File: src/rtl/row_buf_pkg.sv
`default_nettype none
// ============================================================================
// Module      : row_buf_pkg
// Description : Shared types and sizing helpers for the row-buffer writer
//               and the row-buffer controller.
// Revision    : 1.0 - initial release
// ============================================================================
package row_buf_pkg;

    localparam int PIX_WIDTH = 8;

    typedef logic [PIX_WIDTH-1:0] pixel_t;

    typedef enum logic [1:0] {
        WR_IDLE  = 2'd0,
        WR_WRITE = 2'd1,
        WR_FLUSH = 2'd2,
        WR_DONE  = 2'd3
    } wr_state_e;

    // Round value up to the next multiple of mult.
    function automatic int f_ceil(input int value, input int mult);
        return ((value + mult - 1) / mult) * mult;
    endfunction

    function automatic int f_ram_count(input int hint, input int last_iw);
        return hint / last_iw;
    endfunction

endpackage
`default_nettype wire

File: src/rtl/row_pixel_mask.sv
`default_nettype none
// ============================================================================
// Module      : row_pixel_mask
// Description : Combinational per-lane column padding and optional ReLU
//               (enabled by macro ROW_WRITER_RELU_EN) for one stream beat.
// Revision    : 1.0 - initial release
// ============================================================================
module row_pixel_mask
    import row_buf_pkg::*;
#(
    parameter int DATA_WIDTH = 8,
    parameter int LAST_Iw    = 7,
    parameter int REAL_HINT  = 56,
    parameter int RAM_COUNT  = 8,
    parameter int GRP_WIDTH  = 3
) (
    input  logic [GRP_WIDTH-1:0]          i_grp,
    input  logic [LAST_Iw*DATA_WIDTH-1:0] i_data,
    output logic [LAST_Iw*DATA_WIDTH-1:0] o_data
);

    for (genvar l = 0; l < LAST_Iw; l++) begin : g_lane
        logic                  w_pad;
        logic [DATA_WIDTH-1:0] w_pix;

        // Lanes past the true row width only exist in the last RAM group.
        assign w_pad = (int'(i_grp) == RAM_COUNT - 1) &&
                       ((int'(i_grp) * LAST_Iw + l) >= REAL_HINT);
        assign w_pix = w_pad ? '0 : i_data[l*DATA_WIDTH +: DATA_WIDTH];

`ifdef ROW_WRITER_RELU_EN
        assign o_data[l*DATA_WIDTH +: DATA_WIDTH] = w_pix[DATA_WIDTH-1] ? '0 : w_pix;
`else
        assign o_data[l*DATA_WIDTH +: DATA_WIDTH] = w_pix;
`endif
    end : g_lane

endmodule
`default_nettype wire

File: src/rtl/row_buffer_writer.sv
`default_nettype none
// ============================================================================
// Module      : row_buffer_writer
// Description : Writes one channel-major row of stream beats into the row
//               buffer RAMs; optional ReLU via macro ROW_WRITER_RELU_EN.
// Revision    : 1.0 - initial release
// ============================================================================
module row_buffer_writer
    import row_buf_pkg::*;
#(
    parameter int DATA_WIDTH = 8,
    parameter int REAL_HINT  = 56,
    parameter int LAST_Iw    = 7,
    parameter int LAST_C     = 256,
    parameter int HINT       = f_ceil(REAL_HINT, LAST_Iw),
    parameter int RAM_COUNT  = HINT / LAST_Iw,
    parameter int ADDR_WIDTH = 32,
    parameter int CH_WIDTH   = 10
) (
    input  logic                                     clk,
    input  logic                                     rstn,
    input  logic                                     buffer_writer_en,
    output logic                                     buffer_writer_done,
    input  logic                                     in_valid,
    output logic                                     in_ready,
    input  logic [LAST_Iw*DATA_WIDTH-1:0]            in_data,
    input  logic                                     in_last,
    output logic [RAM_COUNT-1:0]                     buffer_writer_ram_wren,
    output logic [RAM_COUNT*ADDR_WIDTH-1:0]          buffer_writer_ram_wr_addr,
    output logic [RAM_COUNT*LAST_Iw*DATA_WIDTH-1:0]  buffer_writer_ram_wr_data,
    output logic                                     row_err
);

    localparam int GRP_WIDTH  = (RAM_COUNT > 1) ? $clog2(RAM_COUNT) : 1;
    localparam int BEAT_WIDTH = LAST_Iw * DATA_WIDTH;
    localparam logic [GRP_WIDTH-1:0] c_GRP_LAST = GRP_WIDTH'(RAM_COUNT - 1);
    localparam logic [CH_WIDTH-1:0]  c_CH_LAST  = CH_WIDTH'(LAST_C - 1);

    wr_state_e              r_state;
    logic [GRP_WIDTH-1:0]   r_grp;
    logic [CH_WIDTH-1:0]    r_ch;
    logic                   r_wr_vld;
    logic [GRP_WIDTH-1:0]   r_wr_grp;
    logic [CH_WIDTH-1:0]    r_wr_ch;
    logic [BEAT_WIDTH-1:0]  r_wr_data;
    logic                   r_row_err;

    logic                   w_hs;
    logic                   w_last_beat;
    logic [BEAT_WIDTH-1:0]  w_masked;

    assign in_ready           = (r_state == WR_WRITE);
    assign w_hs               = in_ready && in_valid;
    assign w_last_beat        = (r_grp == c_GRP_LAST) && (r_ch == c_CH_LAST);
    assign buffer_writer_done = (r_state == WR_DONE);
    assign row_err            = r_row_err;

    always_ff @(posedge clk or negedge rstn) begin
        if (!rstn) begin
            r_state <= WR_IDLE;
            r_grp   <= '0;
            r_ch    <= '0;
        end else begin
            case (r_state)
                WR_IDLE: begin
                    if (buffer_writer_en) begin
                        r_grp   <= '0;
                        r_ch    <= '0;
                        r_state <= WR_WRITE;
                    end
                end
                WR_WRITE: begin
                    if (w_hs) begin
                        if (w_last_beat) begin
                            r_state <= WR_FLUSH;
                        end
                        // Channel saturates at its last value instead of wrapping.
                        if (r_grp == c_GRP_LAST) begin
                            r_grp <= '0;
                            if (r_ch != c_CH_LAST) begin
                                r_ch <= r_ch + 1'b1;
                            end
                        end else begin
                            r_grp <= r_grp + 1'b1;
                        end
                    end
                end
                WR_FLUSH: r_state <= WR_DONE;
                WR_DONE:  r_state <= WR_IDLE;
                default:  r_state <= WR_IDLE;
            endcase
        end
    end

    always_ff @(posedge clk or negedge rstn) begin
        if (!rstn) begin
            r_wr_vld  <= 1'b0;
            r_wr_grp  <= '0;
            r_wr_ch   <= '0;
            r_wr_data <= '0;
            r_row_err <= 1'b0;
        end else begin
            r_wr_vld <= w_hs;
            if (w_hs) begin
                r_wr_grp  <= r_grp;
                r_wr_ch   <= r_ch;
                r_wr_data <= in_data;
                if (in_last != w_last_beat) begin
                    r_row_err <= 1'b1;
                end
            end
        end
    end

    row_pixel_mask #(
        .DATA_WIDTH (DATA_WIDTH),
        .LAST_Iw    (LAST_Iw),
        .REAL_HINT  (REAL_HINT),
        .RAM_COUNT  (RAM_COUNT),
        .GRP_WIDTH  (GRP_WIDTH)
    ) u_mask (
        .i_grp  (r_wr_grp),
        .i_data (r_wr_data),
        .o_data (w_masked)
    );

    for (genvar g = 0; g < RAM_COUNT; g++) begin : g_ram
        logic w_sel;

        assign w_sel = r_wr_vld && (r_wr_grp == GRP_WIDTH'(g));
        assign buffer_writer_ram_wren[g] = w_sel;
        assign buffer_writer_ram_wr_addr[g*ADDR_WIDTH +: ADDR_WIDTH] =
            w_sel ? {{(ADDR_WIDTH-CH_WIDTH){1'b0}}, r_wr_ch} : '0;
        assign buffer_writer_ram_wr_data[g*BEAT_WIDTH +: BEAT_WIDTH] =
            w_sel ? w_masked : '0;
    end : g_ram

endmodule
`default_nettype wire

File: config.mk
export PLATFORM = sky130hd
export DESIGN_NAME = row_buffer_writer
export DESIGN_NICKNAME = d
export VERILOG_FILES = /design/src/rtl/row_buf_pkg.sv /design/src/rtl/row_pixel_mask.sv /design/src/rtl/row_buffer_writer.sv
export SDC_FILE = /design/constraint.sdc
export NUM_CORES = 1
export LEC_CHECK = 0
export ABC_AREA = 1
export CORE_AREA = 2 2 299 301
export DETAILED_ROUTE_END_ITERATION = 7
export DIE_AREA = 0 0 301 303
export PLACE_DENSITY = 0.4
export SYNTH_ARGS = -nofsm -noshare
export SYNTH_HDL_FRONTEND = slang
export SYNTH_SLANG_ARGS = --single-unit
File: constraint.sdc
create_clock -name clk -period 4.3 [get_ports clk]
set_input_delay 0.86 -clock clk [delete_from_list [all_inputs] [get_ports clk]]
set_output_delay 0.86 -clock clk [all_outputs]
set_load 0.005 [all_outputs]
**Word-level counts from Yosys, hierarchy flattened**

Index checks and enable logic that the tools add are counted.

- Flip-flop bits (word level): 86
- Bits of input ports: 61

- Add/subtract/negate cells: 8
- Multipliers: 1
- $lt $le $gt $ge: 7
- Eq/ne operators: 20
- Multiplexer cells: 36
- Reductions and logical operators: 24

Operators with widths:

| operator | count |
|---|---|
| $mux W56 | 8 |
| $ge A32 B7 Y1 const B | 7 |
| $mux W10 | 12 |
| $add A32 B4 Y32 const B | 3 |
| $add A32 B3 Y32 const B | 2 |
| $mux W8 | 7 |
| $add A32 B2 Y32 const B | 1 |
| $pmux W10 S2 | 1 |
| $logic_and A1 B1 Y1 | 17 |
| $eq A3 B3 Y1 const B | 5 |
| $add A10 B1 Y10 const B | 1 |
| $eq A10 B8 Y1 const B | 1 |
| $ne A10 B8 Y1 const B | 1 |
| $mux W3 | 3 |
| $ne A2 B1 Y1 const B | 4 |
| $pmux W2 S4 | 1 |
| $eq A3 B1 Y1 const B | 2 |
| $eq A3 B2 Y1 const B | 2 |
| $mul A3 B3 Y6 const B | 1 |
| $mux W2 | 3 |
| $pmux W3 S2 | 1 |
| $reduce_and A3 Y1 | 2 |
| $reduce_and A5 Y1 | 1 |
| $eq A2 B2 Y1 const B | 2 |
| other kinds (8) | 8 |

**Depth between registers and ports, before layout**

- Depth in word-level cells: 6
- Mapped depth: 14
- Mapped depth without buffers: 14

**Cells and area by module**

Synthesis repeated with hierarchy kept, for this count alone.

- Cells, all modules: 1509
- Area, all modules: 8949.8 µm²

By module, submodules not included:

| module | times used | cells each | area each (µm²) | sequential area each (µm²) |
|---|---|---|---|---|
| row_buffer_writer | 1 | 1279 | 7653.6 | 2152.1 |
| row_pixel_mask | 1 | 230 | 1296.2 | 0.0 |

**Least setup slack after synthesis**

OpenSTA, ideal clock, no wires.

- Kind: flip-flop to output port
- Start: reg r_wr_grp[0]
- End: out buffer_writer_ram_wr_data[11]
- Arrival: 3.091 ns
- Required time: 3.440 ns
- Path slack: 0.349 ns
- Cell stages (with the launch flop): 15
- Path buffers: 1
- Path through: dfrtp_1 > fa_1 > ha_1 > inv_1 > fa_1 > inv_1 > ha_1 > nand3_2 > inv_2 > nand2_1 > nor2_1 > o21ai_2 > buf_6 > nand2_8 > nor2_2

- Word-level cells in the longest chain between the ends: 6

RTL lines:

| item | line | RTL |
|---|---|---|
| start, declared | row_buffer_writer.sv:43 | `logic [GRP_WIDTH-1:0] r_wr_grp;` |
| start signal, assigned | row_buffer_writer.sv:105 | `r_wr_grp <= r_grp;` |
| $mul A3 B3 Y6 | row_pixel_mask.sv:28 | `((int'(i_grp) * LAST_Iw + l) >= REAL_HINT);` |
| $add A32 B2 Y32 | row_pixel_mask.sv:28 |  |
| $ge A32 B7 Y1 | row_pixel_mask.sv:28 |  |
| $logic_and A1 B1 Y1 | row_pixel_mask.sv:27 | `assign w_pad = (int'(i_grp) == RAM_COUNT - 1) &&` |
| $mux W8 | row_pixel_mask.sv:29 | `assign w_pix = w_pad ? '0 : i_data[l*DATA_WIDTH +: DATA_WIDTH];` |
| $mux W56 (*) | row_buffer_writer.sv:135 | `w_sel ? w_masked : '0;` |
| end, declared | row_buffer_writer.sv:30 | `output logic [RAM_COUNT*LAST_Iw*DATA_WIDTH-1:0] buffer_writer_ram_wr_data,` |

Mark *: on every way between the ends. The rest lies on a longest branch, timed or not.

**Worst setup path in the final report**

- Start: reg r_wr_grp[2]
- End: out buffer_writer_ram_wr_data[438]

- Word-level cells in the longest chain between the ends: 6

RTL lines:

| item | line |
|---|---|
| $mul A3 B3 Y6 | row_pixel_mask.sv:28 |
| $add A32 B4 Y32 | row_pixel_mask.sv:28 |
| $ge A32 B7 Y1 | row_pixel_mask.sv:28 |
| $logic_and A1 B1 Y1 | row_pixel_mask.sv:27 |
| $mux W8 | row_pixel_mask.sv:29 |
| $mux W56 (*) | row_buffer_writer.sv:135 |

Marked as above.

==> summary.md <==
| Metric | Value |
|---|---|
| Status | finished with violations |
| Failing checks | setup timing |
| Avg Cell Area, Syn | between 6 and 7 um^2 |
| Initial Utilization | 0.0976 |
| Asr flop ratio synth | 1.00 |
| Final period util | 1.06 |
| Vias in the first global route | 10600 |
| Die width | 301 um |
| Fmax | roughly 0.22 GHz |
| Final WS setup | -0.256 ns |
| Site Rows | about 110 |
| Mapped Area | between 0.008 and 0.009 mm^2 |
| Critical Path End Type | output port |
| Final non-filler cell total | between 3000 and 4000 |
| #FFs+latches synth | 86 |
| Final Critical Period | about 4.6 ns |
| Fin area | 0.0173 mm^2 |
| Worst-path maximum fanout | 7 |
| Tot GR Track Use | 0.129 |
| PortBufs | approximately 600 |
| Ports | around 780 |
| Share of cells above drive strength 1 | 0.316 |
| Dpl cells | between 3000 and 4000 |
| Leak | between 9 and 10 nW |
| Cells after synthesis | 1422 |
| Unrepaired setup endpoints after global routing | true |
| Gr ovfl total | 0 |
| CP top delay family | adder cells |
| Largest net degree at the start of global routing | 67 |
| Core area | approximately 0.088 mm^2 |
| Skew-Pair Late Insertion Delay | around 0.4 ns |
| Final Setup Violations | around 330 |
| Final wirelength | 62000 um |
| Area contributors post-synth | dfrtp_1 25%, nor2_1 21%, buf_4 17% |
| Worst setup SP type | flip-flop |
| TritonCTS Buffers | 9 |
| Hold Buf Count CTS | 0 |
| Hold crit path type | input pin to async pin |
| Initial DRC count | ~660 |
| Crit path depth | 17 |
| Most common flop cell mapped by yosys | dfrtp_1 |
| DR pass1 iterations | 4 |
| Die H | 303 um |
| WP data arrival | around 3.7 ns |
| Area share of the largest cell type after synthesis | 0.251 |
| WP buf/inv | 8 |
| Clock root buffer | clkbuf_16 |
| DIE AREA | 0.0912 mm^2 |
| Worst Tran Pin Value | about 1.2 ns |
| Setup Skew | about 0.014 ns |
| Crit path required time | roughly 3.4 ns |
| Drc violations | 0 |
| Vias | around 11000 |
| Initial antenna violation count | 6 |
| Longest Clk Path Bufs | 2 |
| Num Clock Sinks | 86 |
| Worst vdd ir | 247 uV |
| Reg2reg path depth | 12 |
| Htree depth | 3 |
| CP Cell Sequence | fa_1 -> ha_2 -> inv_2 -> fa_2 -> inv_2 -> buf_4 -> ha_4 -> a21oi_4 -> a21oi_2 -> nand2_2 -> buf_12 -> buf_8 -> buf_8 -> buf_4 -> nand2_8 -> nor2_2 -> clkdlybuf4s15_2 |
| Top-count cell post-synth | nor2_1 |
| Worst stage delay on the critical path | ~0.55 ns |
| DP Worst Slack | -0.231 ns |
| Relative slew slack | 0.232 |
| Routed Antenna Nets | 0 |
| DPL Wire Length | 47700 um |
| Most instantiated cells after synthesis | 481 x nor2_1, 282 x nand2_1, 190 x buf_4 |
| Clk slew on worst S/H paths | roughly 0.08 ns |
| Hold Fails Final Rpt | 0 |
| Power, Total | approximately 7.0 mW |
| # nets final | approximately 2200 |
| Kind of critical path | flip-flop to output port |
| Post-synth cell types | 33 |
| Critical-path top delay cell | fa_1 |
| Placer Congestion | ~0.78 |
| Register area share after synthesis | 0.251 |
| Max-slew violation count | 0 |
| Post-place instance area | about 0.016 mm^2 |
| Max-cap violations | 0 |
| Drt wl/cell | approximately 19 um |
| TritonCTS clock tree | done |
| Yosys warns | 0 |
| Vias per cell | roughly 3.4 |
| Cell Pwr Density | approximately 400 mW/mm^2 |
| P&R area growth vs syn | 101% |
| Area leader, netlist | dfrtp_1 |
| First-pass GRT wire length | 82400 um |
| Number of flops mapped to enable cells by yosys | 0 |
-- worst paths after layout --
check | slack, ns | end | from
max | -0.26 | buffer_writer_ram_wr_data[438] | r_wr_grp[2]
min | 0.47 | r_wr_data[8] | rstn
max reg2reg | 1.87 | r_ch[3] | r_state[1]
min reg2reg | 0.47 | row_err | row_err
max in group asynchronous | 2.87 | r_wr_data[39] | rstn
min in group clk | 0.47 | row_err | row_err
-- metal layers --
metal / part of all wire / wire (um) / vias up / track usage
li1: - / - / 5299 / -
met1: 0.42 / 26000 / 5228 / 0.157
met2: 0.50 / 31100 / 507 / 0.228
met3: 0.065 / 4010 / 30 / 0.0273
met4: 0.014 / 881 / 2 / 0.0335
met5: 0.00021 / 13 / - / 0
-- report_power, final --
group / switching, mW / leakage (nW) / total [mW] / internal, mW
registers: 0.455 / 1.11 / 1.55 / 1.09
clock network: 0.417 / 0.166 / 1.00 / 0.586
logic: 2.60 / 8.24 / 4.42 / 1.82
-- what timing repair did --
action                     in CTS  in global routing
buffers inserted               40                 38
gates resized for setup       888                529
pin swaps                       6                 22
gates cloned                    3                  1
setup endpoints to repair     432                440
-- registers in the layout, indices dropped and copies added, names as in the netlist --
| register | flops |
|---|---|
| r_wr_ch | 10 |
| r_state | 2 |
| r_wr_data | 56 |
| r_grp | 3 |
| row_err | 1 |
| r_wr_grp | 3 |
| r_ch | 10 |
| r_wr_vld | 1 |
-- layout by cell type, fill, tap and decap left out, drive strengths merged, types with 2 or more instances in the layout --
master / instances
a21oi: 6
buf: 359
bufbuf: 2
bufinv: 3
clkbuf: 88
clkdlybuf4s15: 40
clkdlybuf4s50: 192
clkinv: 12
conb: 176
dfrtp: 86
diode: 3
dlygate4sd2: 46
dlymetal6s2s: 63
fa: 3
ha: 22
inv: 104
nand2: 306
nand3: 66
nand4: 10
nor2: 496
nor3: 4
o21ai: 30
or2: 2
xor2: 9
-- logic make-up after synthesis --
group | count (synthesis) | synth area share
adders and majority gates | 25 | 0.0391
other | 1 | 0.000437
buffers and inverters | 378 | 0.254
AOI/OAI and AO/OA | 38 | 0.0232
DFF | 86 | 0.251
and+or+nand+nor | 885 | 0.423
xor gates and xnor gates | 9 | 0.00918
-- cell type report --
cell class,count,area (um^2)
well taps,1165,1460
clock inverters,5,106
multi-input cells,1133,5840
inverters,115,445
diodes,3,7.51
clock buffers,11,243
flip-flops and latches,86,2150
repair buffers,779,7030
fillers,10100,70700
-- through the flow --
| step | util | hold WS (ns) | TNS [ns] |
|---|---|---|---|
| after global routing | 0.196 | 0.503 | -97.12 |
| after floorplan | - | 0.453 | 0 |
| after CTS | 0.193 | 0.472 | -84.93 |
| final | 0.196 | 0.473 | -30.06 |
| after detailed placement | 0.183 | 0.458 | -19.77 |
| after global placement | 0.183 | 0.455 | -18.86 |
Power figures use the tool's default switching activity.
